<file path="config.mk">
export PLATFORM = sky130hd
export DESIGN_NAME = mmio_arbiter
export DESIGN_NICKNAME = d
export VERILOG_FILES = /design/src/rtl/mmio_pkg.sv /design/src/rtl/mmio_decode.sv /design/src/rtl/mmio_arbiter.sv
export SDC_FILE = /design/constraint.sdc
export NUM_CORES = 1
export LEC_CHECK = 0
export CAP_MARGIN = 0
export CORE_MARGIN = 4
export CORE_UTILIZATION = 36
export DETAILED_ROUTE_END_ITERATION = 10
export PLACE_DENSITY_LB_ADDON = 0.2
export REMOVE_ABC_BUFFERS = 1
export SLEW_MARGIN = 25
export SYNTH_ARGS = -nofsm -noshare
export SYNTH_HDL_FRONTEND = slang
export SYNTH_SLANG_ARGS = --single-unit
</file>
<file path="constraint.sdc">
create_clock -name Clock -period 1.6 [get_ports Clock]
set_input_delay 0.32 -clock Clock [delete_from_list [all_inputs] [get_ports Clock]]
set_output_delay 0.32 -clock Clock [all_outputs]
set_load 0.005 [all_outputs]
</file>
<file path="src/rtl/mmio_pkg.sv">
// Shared definitions for the memory-mapped bus arbiter: region codes taken
// from ADDR[AW-1:AW-4], the arbiter FSM states and the region-select bundle.
package mmio_pkg;

  localparam logic [3:0] REG_MEM = 4'h0;
  localparam logic [3:0] REG_LED = 4'h1;
  localparam logic [3:0] REG_SSD = 4'h2;

  typedef enum logic [1:0] {
    ST_IDLE  = 2'd0,
    ST_ISSUE = 2'd1,
    ST_RESP  = 2'd2
  } mmio_state_e;

  // One-hot region select; exactly one field is set for any region code.
  typedef struct packed {
    logic mem;
    logic led;
    logic ssd;
    logic unmapped;
  } region_sel_t;

endpackage

</file>
<file path="src/rtl/mmio_decode.sv">
// Combinational region decoder: 4-bit region code -> one-hot
// {mem, led, ssd, unmapped}. Reusable by the top level for read muxing.
module mmio_decode
  import mmio_pkg::*;
(
  input  logic [3:0]  region,
  output region_sel_t sel
);

  // Map the three populated regions; everything else is unmapped.
  always_comb begin
    sel = '0;
    case (region)
      REG_MEM: sel.mem = 1'b1;
      REG_LED: sel.led = 1'b1;
      REG_SSD: sel.ssd = 1'b1;
      default: sel.unmapped = 1'b1;
    endcase
  end

endmodule

</file>
<file path="src/rtl/mmio_arbiter.sv">
// Two-master round-robin arbiter for the shared memory-mapped bus.
//
// Handshake: a master raises ReqN with ADDRN/DOUTN/WN and holds all four
// stable until it sees the one-cycle AckN pulse; DINN is valid in that Ack
// cycle. A new request (or a dropped Req) may follow from the next cycle.
// Once a transfer has been issued it always completes, whatever Req does.
//
// Transfer shape: IDLE (arbitrate) -> ISSUE (bus driven, write enable) ->
// RESP (Ack, read data from the RAM's registered output) -> IDLE.
//
// Optional feature macro MMIO_ERR_EN: records the first access to an
// unmapped region in ERR / ERR_ADDR. Without it both outputs are tied to 0.
module mmio_arbiter
  import mmio_pkg::*;
#(
  parameter int AW = 16,
  parameter int DW = 16
) (
  input  logic          Clock,
  input  logic          Resetn,
  input  logic          Req0,
  input  logic          Req1,
  input  logic [AW-1:0] ADDR0,
  input  logic [AW-1:0] ADDR1,
  input  logic [DW-1:0] DOUT0,
  input  logic [DW-1:0] DOUT1,
  input  logic          W0,
  input  logic          W1,
  output logic          Ack0,
  output logic          Ack1,
  output logic [DW-1:0] DIN0,
  output logic [DW-1:0] DIN1,
  output logic [1:0]    Gnt,
  output logic [AW-1:0] BUS_ADDR,
  output logic [DW-1:0] BUS_DOUT,
  output logic          MEMen,
  output logic          LEDen,
  output logic          SSDen,
  input  logic [DW-1:0] MEM_DIN,
  output logic          ERR,
  output logic [AW-1:0] ERR_ADDR,
  output mmio_state_e   dbg_state
);

  mmio_state_e   state_q, state_d;
  logic          last_q, last_d;     // master granted most recently
  logic          owner_q, owner_d;   // master owning the current transfer
  logic          wr_q, wr_d;
  logic [AW-1:0] bus_addr_q, bus_addr_d;
  logic [DW-1:0] bus_dout_q, bus_dout_d;
  logic [DW-1:0] din0_q, din0_d;
  logic [DW-1:0] din1_q, din1_d;

  logic          winner;
  logic          in_issue;
  logic          in_resp;
  logic [DW-1:0] rd_data;
  region_sel_t   sel;

  mmio_decode u_decode (
    .region (bus_addr_q[AW-1:AW-4]),
    .sel    (sel)
  );

  // On contention the master not granted last wins; otherwise the sole requester.
  assign winner = (Req0 && Req1) ? ~last_q : Req1;

  assign in_issue = (state_q == ST_ISSUE);
  assign in_resp  = (state_q == ST_RESP);

  // LED and seven-segment slaves are write-only, so only RAM returns data.
  assign rd_data = sel.mem ? MEM_DIN : '0;

  // Next-state and capture logic for the transfer sequence.
  always_comb begin
    state_d    = state_q;
    last_d     = last_q;
    owner_d    = owner_q;
    wr_d       = wr_q;
    bus_addr_d = bus_addr_q;
    bus_dout_d = bus_dout_q;
    din0_d     = din0_q;
    din1_d     = din1_q;
    case (state_q)
      ST_IDLE: begin
        if (Req0 || Req1) begin
          state_d    = ST_ISSUE;
          owner_d    = winner;
          last_d     = winner;
          bus_addr_d = winner ? ADDR1 : ADDR0;
          bus_dout_d = winner ? DOUT1 : DOUT0;
          wr_d       = winner ? W1 : W0;
        end
      end
      ST_ISSUE: state_d = ST_RESP;
      ST_RESP: begin
        state_d = ST_IDLE;
        if (!wr_q) begin
          if (owner_q) din1_d = rd_data;
          else         din0_d = rd_data;
        end
      end
      default: state_d = ST_IDLE;
    endcase
  end

  // State and datapath registers; reset leaves master 0 with priority.
  always_ff @(posedge Clock or negedge Resetn) begin
    if (!Resetn) begin
      state_q    <= ST_IDLE;
      last_q     <= 1'b1;
      owner_q    <= 1'b0;
      wr_q       <= 1'b0;
      bus_addr_q <= '0;
      bus_dout_q <= '0;
      din0_q     <= '0;
      din1_q     <= '0;
    end else begin
      state_q    <= state_d;
      last_q     <= last_d;
      owner_q    <= owner_d;
      wr_q       <= wr_d;
      bus_addr_q <= bus_addr_d;
      bus_dout_q <= bus_dout_d;
      din0_q     <= din0_d;
      din1_q     <= din1_d;
    end
  end

  assign BUS_ADDR  = bus_addr_q;
  assign BUS_DOUT  = bus_dout_q;
  assign MEMen     = in_issue & wr_q & sel.mem;
  assign LEDen     = in_issue & wr_q & sel.led;
  assign SSDen     = in_issue & wr_q & sel.ssd;
  assign Ack0      = in_resp & ~owner_q;
  assign Ack1      = in_resp & owner_q;
  assign Gnt       = (state_q == ST_IDLE) ? 2'b00 : {owner_q, ~owner_q};
  // Read data is presented in the Ack cycle and then held until the next read.
  assign DIN0      = din0_d;
  assign DIN1      = din1_d;
  assign dbg_state = state_q;

`ifdef MMIO_ERR_EN
  logic          err_q, err_d;
  logic [AW-1:0] err_addr_q, err_addr_d;

  // Latch only the first unmapped access; later ones leave the record alone.
  always_comb begin
    err_d      = err_q;
    err_addr_d = err_addr_q;
    if (in_issue && sel.unmapped && !err_q) begin
      err_d      = 1'b1;
      err_addr_d = bus_addr_q;
    end
  end

  // Sticky error record, cleared only by reset.
  always_ff @(posedge Clock or negedge Resetn) begin
    if (!Resetn) begin
      err_q      <= 1'b0;
      err_addr_q <= '0;
    end else begin
      err_q      <= err_d;
      err_addr_q <= err_addr_d;
    end
  end

  assign ERR      = err_q;
  assign ERR_ADDR = err_addr_q;
`else
  logic unused_unmapped;
  assign unused_unmapped = sel.unmapped;
  assign ERR      = 1'b0;
  assign ERR_ADDR = '0;
`endif

endmodule

</file>
==> flow_summary.yaml, run 1 <==
floorplan:
  die_w_um: 106.0
  core_area_mm2: 0.009284
  die_y_um: 106.0
  ioPinCount: 176
  dieArea_mm2: 0.01123
  start_util_pct: 37.21
  row_count: 35
grt:
  grt_pass1_vias: 3293
  grt_pass1_wl_mm: 17.22
  track_usage_pct: 19.90
  grt_max_degree: 38
  antenna_found_initial: 0
  gr-total-overflow: 0
setup_path:
  cp_data_required_time_ns: 1.28
  slowest_stage: "or4b_4"
  r2r_end: "din1_q[8]$_DFF_PN0_"
  worstPathMaxFanout: 7
  cp.arrival_ns: 1.93
  critPathLaunchType: "flip-flop"
  reg2reg_from: "BUS_ADDR[13]$_DFFE_PN0P_"
  reg2reg_slack_ns: -0.48
  end_kind: "output pin"
  crit_chain: "or4b_4, buf_6, buf_16, o21ai_4, buf_2"
  worstSetupPathType: "reg2out"
  r2r_cells: 13
  critPathMaxStageDelay_ns: 0.57
synthesis:
  netlist_top_cells_area: "dfrtp_1 (49%), mux2_4 (25%), nand2_1 (5.2%)"
  synth-xor-area-share_pct: 0
  synth_area_mm2: 0.003455
  synth_compound_area_share_pct: 5.723
  synth-seq-cells: 69
  synth_top_family_by_area: "multiplexers"
  syn_inst: 269
  synth_top_area_cell: "dfrtp_1"
  synth_mux_area_share_pct: 27.82
  synth.top_cell.area_share_pct: 49.26
  avgSynthCellArea_um2: 12.84
  yosys.area_share.simple_pct: 8.258
  yosysSeqAreaShare_pct: 50.02
  synthAdderAreaFrac_pct: 0
  yosys_warnings: 0
  synth_cell_types: 28
hold_path:
  hp-class: "in2async"
placed_design:
  dp_slack_ns: -0.6607
  gp_congestion: 0.7132
  dp_hpwl_mm: 6.744
  dp_cells: 574
  portBuffers: 158
power_and_ir_drop:
  power.density_mw_per_mm2: 1803
  switching_power_mw: 4.233
  p_int_mw: 8.407
  power_mw: 12.64
  switching_share_pct: 33.49
  comb_power_share_pct: 61.8
  clkPwrFrac_pct: 12.6
  peakVddDrop_uv: 837.5
  pwr-share-seq_pct: 25.6
  power.leakage_nw: 3.427
sta:
  worst_slack_ns: -0.6470
  rsz0062_at_grt: "true"
  min_period_ns: 2.247
  fin_crit_sh_pct: 140.4
  finalMaxSlewViolations: 0
  finalSetupViolCount: 87
  skew_ns: 0.009526
  max_freq_ghz: 0.4450
  finalHoldViolations: 0
clock_tree:
  clock_path_buffers: 2
  clk_pin_slew_worst_paths_ns: 0.08
  clock_latency_ns: 0.34
  cts_buffers: 9
  tritoncts: "yes"
  cts-root-buf: "clkbuf_8"
  h-tree-depth: 3
  clock-sinks: 69
run:
  maxCapViolCount: 0
detailed_routing:
  vias_per_cell: 4.673
  drt.antenna.violating_nets: 0
  first_pass_iters: 4
  drt_wl_total_mm: 12.72
  drtIter0Drc: 67
  avgRoutedWirePerCell_um: 18.90
  drt_drc_violations_left: 0
  vias: 3145
final_layout:
  final_cells: 673
  syn_to_final_growth_pct: 103.0
  antennaDiodeCount: 0
  fillers: 586
  fin_nets: 625
  drive_gt1_share_pct: 60.85
status:
  violations: "setup timing"
  status: "complete, but fails checks"
==> power by group through the flow <==
stage          Clock (mW)  Sequential [mW]  Combinational (mW)
2_1_floorplan           0             3.08                2.08
3_3_place_gp            0             3.03                5.09
3_5_place_dp            0             3.05                5.17
4_1_cts              1.63             3.10                6.95
5_1_grt              1.73             3.34                8.30
6_report             1.60             3.23                7.81
==> stage by stage <==
| step | area (um2) | hold WS [ns] | setup TNS, ns | utilization (%) |
|---|---|---|---|---|
| after floorplan | 3239 | 0.02441 | -42.06 | - |
| after global placement | 5306 | 0.1916 | -28.02 | 57.16 |
| after detailed placement | 5306 | 0.1935 | -29.00 | 57.16 |
| after CTS | 6431 | 0.3855 | -28.07 | 69.27 |
| after global routing | 7012 | 0.4056 | -35.38 | 75.53 |
| final | 7012 | 0.4035 | -27.66 | 75.53 |
==> sequential cells by signal (all words and copies together), names as in the netlist <==
name / count
BUS_ADDR: 16
BUS_DOUT: 16
din0_q: 16
din1_q: 16
dbg_state: 2
last_q: 1
owner_q: 1
wr_q: 1
==> cell families after synthesis <==
kind of cell	count (synthesis)
simple gates	62
buf+inv	34
other cells	1
flops	69
compound gates	37
mux	66
==> cells in the mapped netlist <==
cell type  count
a21bo_1        1
a21oi_1        1
a31oi_1        1
and3_1         1
buf_12         3
buf_2          3
buf_4         18
buf_6          4
clkbuf_1       4
clkbuf_2       1
conb_1         1
dfrtp_1       68
dfstp_2        1
inv_1          1
mux2_2         8
mux2_4        58
nand2_1       48
nand3_1        1
nand4bb_1      1
nor2_1         4
nor2b_1        1
nor3b_1        4
nor4_4         1
o21a_1         1
o21ai_0       26
o21ai_1        6
o32ai_1        1
or4b_1         1
==> cells in the final DEF, fill, tap and decap left out, types with 2 or more instances in the layout <==
cell type | netlist | final
clkbuf_8 | 0 | 9
buf_2 | 3 | 41
mux2_2 | 8 | 4
buf_8 | 0 | 5
nand2_4 | 0 | 25
nor2_2 | 0 | 2
nor3b_2 | 0 | 4
buf_6 | 4 | 43
clkdlybuf4s50_1 | 0 | 99
clkinv_4 | 0 | 2
bufinv_16 | 0 | 2
o21ai_2 | 0 | 18
nand2_1 | 48 | 8
buf_16 | 0 | 4
nor2_4 | 0 | 2
nand2_2 | 0 | 9
buf_12 | 3 | 10
dfrtp_1 | 68 | 68
buf_4 | 18 | 52
conb_1 | 1 | 17
clkbuf_16 | 0 | 3
o21ai_4 | 0 | 14
nand2_8 | 0 | 6
dlygate4sd2_1 | 0 | 3
clkbuf_2 | 1 | 2
dlymetal6s2s_1 | 0 | 12
mux2_4 | 58 | 62
==> area by class of cell <==
cell class / count / area, um2 / share of cell area [%]
Timing Repair Buffer: 276 / 2760 / 39.36
Multi-Input combinational cell: 182 / 2136 / 30.46
Sequential cell: 69 / 1728 / 24.64
Tap cell: 129 / 161.4 / 2.302
Clock buffer: 9 / 123.9 / 1.767
Clock inverter: 7 / 98.84 / 1.410
Inverter: 1 / 3.754 / 0.05353
==> timing repair <==
action | 4_1_cts | 5_1_grt
hold endpoints to repair | 12 | 0
hold buffers | 1 | 0
endpoints found under the setup margin | 73 | 109
gates cloned | 8 | 3
pin swaps | 36 | 33
buffers inserted | 57 | 37
resized for setup | 314 | 120
==> worst max-delay path, delay by kind of cell (launching register included) <==
kind	cells	cell delay [ns]
flip-flops	1	0.39
buffers and inverters	3	0.46
AND/OR/NAND/NOR	1	0.57
AO/OA/AOI/OAI	1	0.16
==> worst max path at each step <==
stage | to | slack (ns) | from
3_3_place_gp | DIN0[11] | -0.61 | owner_q$_DFFE_PN0P_
2_1_floorplan | BUS_ADDR[15]$_DFFE_PN0P_ | -0.86 | dbg_state[0]$_DFFE_PN0P_
6_report | DIN0[7] | -0.65 | owner_q$_DFFE_PN0P_
4_1_cts | DIN0[1] | -0.70 | BUS_ADDR[15]$_DFFE_PN0P_
5_1_grt | DIN1[9] | -0.75 | BUS_ADDR[13]$_DFFE_PN0P_
3_5_place_dp | DIN0[14] | -0.66 | owner_q$_DFFE_PN0P_
==> metal layers <==
metal	global-route usage (%)	share of wire (%)	vias up
li1	-	-	1436
met3	6.982	8.7	20
met1	22.26	36	1531
met4	7.401	2.0	0
met5	0	0	-
met2	34.88	53	158
Note: power is estimated with default switching activity, not from simulation.
==> run 2: changes to the inputs <==
--- a/config.mk
+++ b/config.mk
@@ -11,7 +11,6 @@
 export DETAILED_ROUTE_END_ITERATION = 10
 export PLACE_DENSITY_LB_ADDON = 0.2
 export REMOVE_ABC_BUFFERS = 1
-export SLEW_MARGIN = 25
 export SYNTH_ARGS = -nofsm -noshare
 export SYNTH_HDL_FRONTEND = slang
 export SYNTH_SLANG_ARGS = --single-unit
==> results of run 2 <==
Same layout as run 1: the final DEF is identical, and so are final timing and power.
